$ cat config.mk
export PLATFORM = sky130hd
export DESIGN_NAME = if_id_queue
export DESIGN_NICKNAME = d
export VERILOG_FILES = /design/src/rtl/core_pkg.sv /design/src/rtl/if_id_queue.sv
export SDC_FILE = /design/constraint.sdc
export NUM_CORES = 1
export LEC_CHECK = 0
export CORE_ASPECT_RATIO = 1.2
export CORE_MARGIN = 5
export CORE_UTILIZATION = 40
export CTS_CLUSTER_SIZE = 14
export DETAILED_ROUTE_END_ITERATION = 12
export HOLD_SLACK_MARGIN = 0.06
export PLACE_DENSITY = 0.69
export SETUP_SLACK_MARGIN = 0.2
export SYNTH_ARGS = -nofsm -noshare
export SYNTH_HDL_FRONTEND = slang
export SYNTH_SLANG_ARGS = --single-unit
$ cat constraint.sdc
create_clock -name clk -period 6.4 [get_ports clk]
set_clock_uncertainty 0.2 [all_clocks]
set_input_delay 1.28 -clock clk [delete_from_list [all_inputs] [get_ports clk]]
set_output_delay 1.28 -clock clk [all_outputs]
set_load 0.005 [all_outputs]
$ cat src/rtl/core_pkg.sv
// Shared pipeline types and constants for the 64-bit RISC-V core.
package core_pkg;

  localparam int unsigned XLEN = 64;
  localparam int unsigned ILEN = 32;

  // addi x0,x0,0: the canonical bubble decode sees when the queue is empty
  localparam logic [ILEN-1:0] NOP_INST = 32'h00000013;

  typedef struct packed {
    logic [XLEN-1:0] pc;
    logic [XLEN-1:0] pc4;
    logic [ILEN-1:0] inst;
  } fetch_entry_t;

endpackage

$ cat src/rtl/if_id_queue.sv
// Fetch-to-decode instruction queue: circular buffer of DEPTH {pc, pc4, inst}
// entries with valid/ready on both sides and a synchronous redirect flush.
module if_id_queue
  import core_pkg::*;
#(
  parameter int unsigned DEPTH = 4
) (
  input  logic                       clk,
  input  logic                       reset,
  input  logic                       flush,
  input  logic                       in_valid,
  output logic                       in_ready,
  input  logic [XLEN-1:0]            in_pc,
  input  logic [XLEN-1:0]            in_pc4,
  input  logic [ILEN-1:0]            in_inst,
  output logic                       out_valid,
  input  logic                       out_ready,
  output logic [XLEN-1:0]            out_pc,
  output logic [XLEN-1:0]            out_pc4,
  output logic [ILEN-1:0]            out_inst,
  output logic [$clog2(DEPTH):0]     count
);

  localparam int unsigned PtrW = $clog2(DEPTH);
  localparam int unsigned CntW = PtrW + 1;

  fetch_entry_t    r_mem [DEPTH];
  logic [PtrW-1:0] r_wr_ptr;
  logic [PtrW-1:0] r_rd_ptr;
  logic [CntW-1:0] r_count;

  logic         w_full;
  logic         w_empty;
  logic         w_push;
  logic         w_pop;
  fetch_entry_t w_in_entry;
  fetch_entry_t w_head;

  assign w_full  = (r_count == CntW'(DEPTH));
  assign w_empty = (r_count == '0);

  // No full-bypass: a pop while full does not open in_ready until next cycle.
  assign in_ready  = !w_full && !flush;
  assign out_valid = !w_empty;

  assign w_push = in_valid && in_ready;
  // Flush ignores out_ready; the pointers are reset instead of advanced.
  assign w_pop  = out_valid && out_ready && !flush;

  assign w_in_entry = '{pc: in_pc, pc4: in_pc4, inst: in_inst};

  // Storage is data only and needs no reset; valid-ness comes from r_count.
  always_ff @(posedge clk) begin
    if (w_push) begin
      r_mem[r_wr_ptr] <= w_in_entry;
    end
  end

  // Pointer and occupancy update; flush dominates push and pop.
  always_ff @(posedge clk or posedge reset) begin
    if (reset) begin
      r_wr_ptr <= '0;
      r_rd_ptr <= '0;
      r_count  <= '0;
    end else if (flush) begin
      r_wr_ptr <= '0;
      r_rd_ptr <= '0;
      r_count  <= '0;
    end else begin
      if (w_push) begin
        r_wr_ptr <= r_wr_ptr + PtrW'(1);
      end
      if (w_pop) begin
        r_rd_ptr <= r_rd_ptr + PtrW'(1);
      end
      unique case ({w_push, w_pop})
        2'b10:   r_count <= r_count + CntW'(1);
        2'b01:   r_count <= r_count - CntW'(1);
        default: r_count <= r_count;
      endcase
    end
  end

  // Head presentation: oldest entry, or a NOP bubble with zeroed PCs when empty.
  always_comb begin
    w_head = r_mem[r_rd_ptr];
    if (w_empty) begin
      w_head = '{pc: '0, pc4: '0, inst: NOP_INST};
    end
  end

  assign out_pc   = w_head.pc;
  assign out_pc4  = w_head.pc4;
  assign out_inst = w_head.inst;
  assign count    = r_count;

endmodule

### After elaboration in Yosys (flattened, before gate mapping)

Memories as Yosys holds them, arrays and structs flattened.
Cells that the tools add are included.

* register bits after elaboration: 7
* RAM bits: 640
* input port bits: 165
* memories: 1

Memory list
* r_mem: words 4, bits a word 160, read ports 1, clocked after Yosys merged registers in 0, write ports 1, line if_id_queue.sv:27 `fetch_entry_t r_mem [DEPTH];`

* add/subtract/negate cells: 4
* equal/unequal tests: 3
* multiplexer cells: 9
* reduce and logical (&&, ||, !) cells: 11

Operators by type and width (count)
* $mux W160: 1
* $mux W2: 4
* $pmux W3 S2: 1
* $add A2 B1 Y2 const B: 2
* $logic_and A1 B1 Y1: 4
* $reduce_bool A2 Y1: 2
* $add A3 B1 Y3 const B: 1
* $eq A3 B3 Y1 const B: 1
* $logic_not A1 Y1: 3
* $logic_not A3 Y1: 1
* $mux W3: 1
* $reduce_bool A3 Y1: 1
* $sub A3 B1 Y3 const B: 1
* $eq A2 B1 Y1 const B: 1
* $eq A2 B2 Y1 const B: 1
* $mux W1: 2

### Longest topological paths before layout

Gate-level depths: netlist (run 1).

* depth after elaboration: 7
* gate-level depth with buffers: 8

### Worst setup path after synthesis (run 1)

No wires, ideal clock.

* path type: input to register
* from: input in_valid
* to: memory r_mem[0][0] in the netlist's numbering, enable pin
* library setup time: 0.539 ns
* arrival: 5.431 ns
* data required time: 5.661 ns
* slack: 0.230 ns
* cell stages on the path: 3
* cells stage by stage: inv_1 > a211oi_4 > and2_1

* longest elaborated chain between the ends: 3

RTL lines
* start, declared: line if_id_queue.sv:11 `input logic in_valid,`
* $logic_and A1 B1 Y1: line if_id_queue.sv:46 `assign w_push = in_valid && in_ready;`
* $mux W1: line if_id_queue.sv:54 `if (w_push) begin`
* $mux W1 (not written as such): line if_id_queue.sv:55 `r_mem[r_wr_ptr] <= w_in_entry;`
* end, declared: line if_id_queue.sv:27

Every way passes these cells.

### Final worst setup path (run 1)

* from: register r_rd_ptr[0]
* to: output out_pc[59]

* longest elaborated chain between the ends: 2

RTL lines
* start, declared: line if_id_queue.sv:29 `logic [PtrW-1:0] r_rd_ptr;`
* start signal, assigned: line if_id_queue.sv:74 `r_rd_ptr <= r_rd_ptr + PtrW'(1);`
* $mem_v2 Z4 W160
* $mux W160: line if_id_queue.sv:87 `if (w_empty) begin`
* end, declared: line if_id_queue.sv:18 `output logic [XLEN-1:0] out_pc,`

Every way passes these cells.

==> impl_metrics.env, run 1 <==
export IMPL_startpoint_type="flip-flop"
export IMPL_peakVddDrop_v=0.000254
export IMPL_crit_path_max_fanout=36
export IMPL_holdBufCountCts=0
export IMPL_p_per_area_mw_per_mm2=385
export IMPL_die_x_microns=236
export IMPL_min_period_over_period_pct=76.1
export IMPL_hold_viol=0
export IMPL_worst_endpoint_required_ps=4920
export IMPL_numPortBuffers=329
export IMPL_critical_path_endpoint_type="output pin"
export IMPL_multi_input_comb_area_sq_mm=0.00492
export IMPL_async_flop_share_pct=1.08
export IMPL_row_count=99
export IMPL_final_common_cell="edfxtp_1"
export IMPL_slew_limit_headroom_pct=41.1
export IMPL_ff2ff_path_depth=8
export IMPL_antenna_left=0
export IMPL_layout_common_cells="640 x edfxtp_1, 329 x clkdlybuf4s50_1, 160 x mux4_2"
export IMPL_place_hpwl_mm=31.7
export IMPL_place_congestion=0.731
export IMPL_cts_root_buf="clkbuf_16"
export IMPL_nFillCells=4808
export IMPL_cts_buffer_depth=3
export IMPL_worstMarginPinSlew_ps=884
export IMPL_numCtsBuffers=66
export IMPL_grt_max_degree=97
export IMPL_insertion_delay_ps=580
export IMPL_wirelength_mm=52.5
export IMPL_seq_area_frac_synth_pct=78.9
export IMPL_tns_ps=0
export IMPL_track_usage_pct=15.6
export IMPL_grt_pass1_wl_mm=79.4
export IMPL_min_period_ps=4870
export IMPL_crit_chain="buf_4 -> mux4_2 -> and2_1 -> clkdlybuf4s50_1"
export IMPL_io_pins=330
export IMPL_placed_area_sq_mm=0.0289
export IMPL_synth_distinct_cells=31
export IMPL_seq_area_sq_mm=0.0194
export IMPL_syn_nets=1237
export IMPL_start_util_pct=40.4
export IMPL_die_area_sq_mm=0.0665
export IMPL_status="finished, final reports clean"
export IMPL_synth_top_flop_cell="edfxtp_1"
export IMPL_synth_area_sq_mm=0.0246
export IMPL_nets=1599
export IMPL_post_place_ws_ps=2000
export IMPL_antenna_found_initial=12
export IMPL_ys_warnings_count=0
export IMPL_maxCapViolCount=0
export IMPL_core_area_sq_mm=0.0608
export IMPL_clock_sinks=647
export IMPL_max_stage_delay_ps=930
export IMPL_max_freq_mhz=205
export IMPL_gr_total_overflow=0
export IMPL_drt_iter0_drc=787
export IMPL_postCtsSetupBuffers=0
export IMPL_first_pass_iters=5
export IMPL_synth_edff_count=640
export IMPL_reg2reg_to="count[1]"
export IMPL_hold_class="reg -> reg"
export IMPL_postSynthAreaPerCell_sq_um=23.0
export IMPL_rsz0062_at_grt="no"
export IMPL_p_leak_nw=9.67
export IMPL_timing_rr_start="count[2]"
export IMPL_setup_slack_ps=1530
export IMPL_cp_slowest_cell="dfrtp_4"
export IMPL_grt_pass1_vias=12700
export IMPL_critical_path_class="reg -> out"
export IMPL_syn_to_final_growth_pct=25.9
export IMPL_via_count=11600
export IMPL_die_y_microns=282
export IMPL_drcViolationCount=0
export IMPL_fin_area_sq_mm=0.0309
export IMPL_synthCells=1067
export IMPL_drive_gt1_share_pct=19.1
export IMPL_post_cts_resized=0
export IMPL_avgViaCountPerCell=5.06
export IMPL_crit_end="out_pc[59]"
export IMPL_cts_tree="yes"
export IMPL_path_clk_slew_ps=60
export IMPL_wl_per_cell_microns=22.9
export IMPL_crit_arrival_ps=3390
export IMPL_ys_seq_elements=647
export IMPL_setup_viol=0
export IMPL_h_tree_depth=3
export IMPL_r2r_slack_ps=3100
export IMPL_setup_worst_path_start="r_rd_ptr[0]"
export IMPL_finalMaxSlewViolations=0
==> power breakdown <==
part	internal [mW]	leakage, nW	switching, mW	total [mW]
Combinational	1.92	2.78	1.38	3.30
Sequential	4.91	5.90	0.141	5.05
Clock	2.04	0.988	1.53	3.57
Total	8.86	9.67	3.06	11.9
==> synthesized netlist by cell type, types with 2 or more instances <==
library cell | instances | area [sq um]
dfrtp_1 | 7 | 175
edfxtp_1 | 640 | 19200
o21ai_0 | 2 | 10.0
ha_1 | 4 | 50.1
mux4_2 | 160 | 3600
a21oi_1 | 2 | 10.0
or2_2 | 3 | 18.8
nor2_1 | 6 | 22.5
nand2_1 | 2 | 7.51
and2_1 | 161 | 1010
buf_4 | 9 | 67.6
buf_2 | 14 | 70.1
clkbuf_1 | 32 | 120
inv_1 | 6 | 22.5
nand2b_1 | 2 | 12.5
xor2_1 | 2 | 17.5
==> state kept, by name, summed over array words and instances, names as in the netlist <==
| name | flops |
|---|---|
| r_mem | 640 |
| count | 3 |
| r_rd_ptr | 2 |
| r_wr_ptr | 2 |
==> final cells by class <==
| class | instances | area share [%] |
|---|---|---|
| timing repair buffer | 349 | 11.4 |
| clock buffer | 81 | 5.66 |
| inverter | 6 | 0.0809 |
| clock inverter | 37 | 0.873 |
| antenna | 11 | 0.0889 |
| multi-input combinational | 359 | 15.9 |
| sequential | 647 | 62.7 |
| tap | 808 | 3.27 |
==> metrics by stage <==
stage          utilization [%]  instances  hold WS (ps)  total power [mW]
5_1_grt                   50.9       2294           418              12.5
2_1_floorplan                -       1067           355              6.79
4_1_cts                   50.8       2287           405              12.2
3_3_place_gp              47.5       2169           372              8.52
6_report                  50.9       2298           397              11.9
3_5_place_dp              47.5       2169           390              8.54
==> critical path: cells and delay by family, from the launching register on <==
| kind | cells | cell delay [ps] |
|---|---|---|
| buffers and inverters | 2 | 1050 |
| flip-flops | 1 | 930 |
| AND/OR/NAND/NOR | 1 | 190 |
| multiplexers | 1 | 580 |
==> cell families (layout without fill, tap and decap cells) <==
logic type	after synthesis	count (layout)	share of synthesized area, %
xor+xnor	3	3	0.137
mux	163	163	14.8
simple gates	179	179	4.48
flops	647	647	78.9
buf+inv	61	473	1.14
compound gates	9	9	0.275
fa+ha+maj	5	5	0.285
other cells	0	11	0
==> routing by layer <==
metal	routed length, microns	track usage, %
met1	20600	19.4
met2	27600	26.7
met4	1200	6.20
met5	13	0
met3	3180	3.88
==> worst min path at each step <==
stage,startpoint,to,depth (start not counted)
after global placement,r_wr_ptr[0],r_wr_ptr[0],1
after CTS,r_wr_ptr[0],r_wr_ptr[0],1
after detailed placement,r_wr_ptr[0],r_wr_ptr[0],1
final,r_wr_ptr[0],r_wr_ptr[0],1
after global routing,r_wr_ptr[0],r_wr_ptr[0],1
after floorplan,r_wr_ptr[0],r_wr_ptr[0],1
Note: power is estimated with default switching activity, not from simulation.
==> inputs of run 2 (changes only) <==
- clock period: 6.4 -> 5 ns (I/O delays scaled with it)
==> run 2 against run 1 <==
Critical endpoint is now out_inst[0]; combinational power rose by 32%; sequential cell count did not move; core utilization rose by 0.20 points; largest cell class unchanged; clock-buffer cell count fell by 3; power rose by 27%; sequential power rose by 27%; final cell count barely moved; first-iteration DRC count fell by 12%; hold slack improved by 1.2 ps; setup slack got worse by 860 ps.
==> impl_metrics.env, run 2 (same netlist as run 1, synthesis figures left out) <==
export IMPL_crit_family="buffers and inverters"
export IMPL_holdBufCountCts=0
export IMPL_row_count=99
export IMPL_rsz0062_at_grt="no"
export IMPL_wirelength_mm=53.1
export IMPL_regMostFlops="r_mem"
export IMPL_numCtsBuffers=61
export IMPL_fin_total_pwr_mw=15.2
export IMPL_grt_max_degree=68
export IMPL_min_period_ps=4330
export IMPL_critical_path_class="reg -> out"
export IMPL_crit_arrival_ps=3130
export IMPL_layout_common_cells="640 x edfxtp_1, 329 x clkdlybuf4s50_1, 160 x mux4_2"
export IMPL_hold_class="reg -> reg"
export IMPL_io_pins=330
export IMPL_place_hpwl_mm=33.5
export IMPL_start_util_pct=40.4
export IMPL_insertion_delay_ps=610
export IMPL_worst_endpoint_required_ps=3800
export IMPL_grt_pass1_wl_mm=79.2
export IMPL_drt_iter0_drc=690
export IMPL_grt_pass1_vias=12400
export IMPL_hold_viol=0
export IMPL_critical_path_endpoint_type="output pin"
export IMPL_peakVddDrop_v=0.000361
export IMPL_finalMaxSlewViolations=0
export IMPL_track_usage_pct=15.6
export IMPL_h_tree_depth=2
export IMPL_max_stage_delay_ps=640
export IMPL_gr_total_overflow=0
export IMPL_cp_buffers_inverters=2
export IMPL_drcViolationCount=0
export IMPL_postCtsSetupBuffers=0
export IMPL_p_leak_nw=9.70
export IMPL_cts_root_buf="clkbuf_16"
export IMPL_post_route_util_pct=51.1
export IMPL_max_freq_mhz=231
export IMPL_path_clk_slew_ps=60
export IMPL_cts_buffer_depth=3
export IMPL_largest_reg_flops=640
export IMPL_setup_viol=0
export IMPL_die_x_microns=236
export IMPL_antenna_found_initial=9
export IMPL_p_per_area_mw_per_mm2=489
export IMPL_drive_gt1_share_pct=19.6
export IMPL_wl_per_cell_microns=23.1
export IMPL_crit_path_max_fanout=39
export IMPL_numPortBuffers=329
export IMPL_die_y_microns=282
export IMPL_via_count=11600
export IMPL_placedCellCount=2179
export IMPL_avgViaCountPerCell=5.05
export IMPL_maxCapViolCount=0
export IMPL_hold_slack_ps=398
export IMPL_syn_to_final_growth_pct=26.4
export IMPL_first_pass_iters=4
export IMPL_startpoint_type="flip-flop"
export IMPL_final_common_cell="edfxtp_1"
export IMPL_crit_chain="buf_12 -> mux4_2 -> or2_2 -> clkdlybuf4s50_1"
export IMPL_cp_slowest_cell="dfrtp_4"
export IMPL_min_period_over_period_pct=86.5
export IMPL_worstMarginPinSlew_ps=689
export IMPL_cts_tree="yes"
export IMPL_die_area_sq_mm=0.0665
export IMPL_slew_limit_headroom_pct=54.1
export IMPL_core_area_sq_mm=0.0608
export IMPL_clock_sinks=647
export IMPL_tns_ps=0
export IMPL_layout_cells_non_filler=2299
export IMPL_place_congestion=0.742
export IMPL_post_cts_resized=0
export IMPL_status="finished, final reports clean"
export IMPL_nets=1604
export IMPL_antenna_left=0
## run 2: changes by cell type in the layout (fill, tap and decap cells not counted)
cell	before	now
bufinv_16	2	4
clkbuf_1	13	15
clkinvlp_4	1	5
clkinv_1	16	10
clkbuf_16	68	63
clkinv_4	2	1
diode_2	11	8
clkinv_8	3	0
inv_8	0	1
buf_12	8	20
buf_4	12	10
## run 2: area by class of cell
cell class              instances  area [sq um]
fillers                      4817         29700
well taps                     808          1010
diodes                          8          20.0
clock inverters                34           292
multi-input cells             359          4920
repair buffers                359          3770
inverters                       6          25.0
clock buffers                  78          1630
flip-flops and latches        647         19400
## run 2: worst paths after layout
| path | slack (ps) | end | depth (start not counted) | start |
|---|---|---|---|---|
| min in group asynchronous | 440 | r_rd_ptr[1] | 2 | reset |
| max | 670 | out_inst[0] | 4 | r_rd_ptr[0] |
| max reg2reg | 2130 | count[1] | 8 | count[2] |
| min reg2reg | 400 | r_wr_ptr[0] | 1 | r_wr_ptr[0] |
| max in group asynchronous | 3880 | r_rd_ptr[0] | 2 | reset |
| min | 400 | r_wr_ptr[0] | 1 | r_wr_ptr[0] |
## run 2: stage by stage
step / setup slack, ps / instance area, sq um
floorplan: 877 / 24600
finish: 674 / 31100
CTS: 562 / 31000
detailed placement: 1120 / 29100
global placement: 1160 / 29100
global route: 505 / 31100
## run 2: power by group
| group | internal [mW] | switching [mW] |
|---|---|---|
| logic | 2.53 | 1.83 |
| registers | 6.28 | 0.115 |
| clock network | 2.51 | 1.93 |
| total | 11.3 | 3.87 |
## run 2: metal layers
layer,wire (microns),vias up,share of wire (%),track usage (%)
li1,-,5121,-,-
met1,20100,6120,38,18.9
met2,28500,294,54,27.8
met3,3110,83,5.9,4.01
met4,1380,2,2.6,4.93
met5,11,-,0.021,0
==> inputs of run 3 (changes only) <==
- clock period: 5 -> 4.5 ns (I/O delays scaled with it)
==> run 3 against run 2 <==
Sequential power rose by 11%; core utilization fell by 0.095 points; clock power rose by 12%; sequential cell count did not move; first-iteration DRC count rose by 9.7%; highest routed layer is now met4; design area fell by 0.19%; combinational power rose by 11%; via count fell by 0.22%; largest power group unchanged; wire length fell by 2.5%.
==> impl_metrics.env, run 3 (same netlist as run 1, synthesis figures left out) <==
export IMPL_grt_pass1_vias=12500
export IMPL_h_tree_depth=2
export IMPL_p_leak_nw=9.66
export IMPL_numCtsBuffers=61
export IMPL_timing_rr_start="count[0]"
export IMPL_avgViaCountPerCell=5.05
export IMPL_numPortBuffers=329
export IMPL_p_seq_share_pct=42.0
export IMPL_antenna_left=0
export IMPL_critical_path_endpoint_type="output pin"
export IMPL_postCtsSetupBuffers=0
export IMPL_largest_reg_flops=640
export IMPL_worstMarginPinSlew_ps=674
export IMPL_hold_class="in -> async"
export IMPL_cts_root_buf="clkbuf_16"
export IMPL_critical_path_class="reg -> out"
export IMPL_first_pass_iters=5
export IMPL_via_count=11600
export IMPL_clock_sinks=647
export IMPL_die_area_sq_mm=0.0665
export IMPL_nets=1596
export IMPL_layout_common_cells="640 x edfxtp_1, 329 x clkdlybuf4s50_1, 160 x mux4_2"
export IMPL_setup_viol=0
export IMPL_min_period_over_period_pct=88.9
export IMPL_p_switching_mw=4.27
export IMPL_core_area_sq_mm=0.0608
export IMPL_grt_pass1_wl_mm=77.4
export IMPL_rsz0062_at_grt="no"
export IMPL_placed_area_sq_mm=0.0290
export IMPL_status="finished, final reports clean"
export IMPL_crit_arrival_ps=2900
export IMPL_ff2ff_path_depth=4
export IMPL_p_clk_share_pct=29.4
export IMPL_grt_max_degree=82
export IMPL_place_congestion=0.745
export IMPL_hold_viol=0
export IMPL_wl_per_cell_microns=22.6
export IMPL_r2r_slack_ps=1910
export IMPL_min_period_ps=4000
export IMPL_layout_cells_non_filler=2295
export IMPL_io_pins=330
export IMPL_pwr_share_comb_pct=28.6
export IMPL_finalMaxSlewViolations=0
export IMPL_final_common_cell="edfxtp_1"
export IMPL_path_clk_slew_ps=70
export IMPL_track_usage_pct=15.1
export IMPL_wirelength_mm=51.8
export IMPL_post_route_util_pct=51.0
export IMPL_fin_area_sq_mm=0.0310
export IMPL_placedCellCount=2171
export IMPL_row_count=99
export IMPL_p_per_area_mw_per_mm2=544
export IMPL_seq_area_sq_mm=0.0194
export IMPL_cts_tree="yes"
export IMPL_place_hpwl_mm=31.9
export IMPL_start_util_pct=40.4
export IMPL_drcViolationCount=0
export IMPL_worst_endpoint_required_ps=3400
export IMPL_holdBufCountCts=0
export IMPL_syn_to_final_growth_pct=26.2
export IMPL_nFillCells=4831
export IMPL_max_freq_mhz=250
export IMPL_cts_buffer_depth=3
export IMPL_p_int_mw=12.6
export IMPL_multi_input_comb_area_sq_mm=0.00492
export IMPL_tns_ps=0
export IMPL_reg2reg_to="r_mem[3][38]"
export IMPL_switching_share_pct=25.3
export IMPL_slew_limit_headroom_pct=55.1
export IMPL_crit_path_max_fanout=70
export IMPL_antenna_found_initial=8
export IMPL_drt_iter0_drc=757
export IMPL_die_y_microns=282
export IMPL_drive_gt1_share_pct=19.1
export IMPL_regMostFlops="r_mem"
export IMPL_die_x_microns=236
export IMPL_startpoint_type="flip-flop"
export IMPL_post_cts_resized=0
export IMPL_maxCapViolCount=0
export IMPL_insertion_delay_ps=610
export IMPL_gr_total_overflow=0
export IMPL_peakVddDrop_v=0.000411
run 3: through the flow:
step | setup slack [ps] | power, mW | hold WS, ps
global placement | 1050 | 12.1 | 378
global route | 284 | 17.6 | 352
finish | 500 | 16.9 | 361
CTS | 341 | 17.2 | 329
floorplan | 477 | 9.62 | 355
detailed placement | 997 | 12.2 | 410
run 3: layout make-up:
class	count	area share (%)
timing repair buffer	351	11.9
inverter	6	0.0807
clock buffer	72	5.19
antenna	10	0.0807
sequential	647	62.6
clock inverter	42	1.09
tap	808	3.26
multi-input combinational	359	15.9
run 3: worst max-delay path by stage:
stage / slack [ps] / cells after the start / startpoint / endpoint
4_1_cts: 340 / 6 / count[2] / out_pc[27]
6_report: 500 / 4 / r_rd_ptr[0] / out_pc[28]
3_3_place_gp: 1050 / 4 / flush / r_mem[2][23]
3_5_place_dp: 1000 / 4 / flush / r_mem[3][21]
2_1_floorplan: 480 / 3 / in_valid / r_mem[0][0]
5_1_grt: 280 / 6 / count[2] / out_pc[27]
run 3: critical path, stage by stage (launching register included):
cell	delay, ps
dfrtp_4	480
buf_12	410
mux4_2	610
and2_1	180
clkdlybuf4s50_1	450
run 3: power groups by stage:
stage | clock network (mW) | logic, mW | registers [mW]
final | 4.96 | 4.82 | 7.08
after global routing | 5.34 | 5.20 | 7.10
after CTS | 5.11 | 4.99 | 7.08
after detailed placement | 0 | 4.96 | 7.21
after global placement | 0 | 4.94 | 7.19
after floorplan | 0 | 2.44 | 7.18
run 3: metal layers:
metal	up-vias	wire length [microns]	track usage, %
li1	5114	-	-
met1	6115	20500	19.0
met2	293	27500	26.4
met3	73	2510	3.21
met4	0	1250	4.87
met5	-	0	0
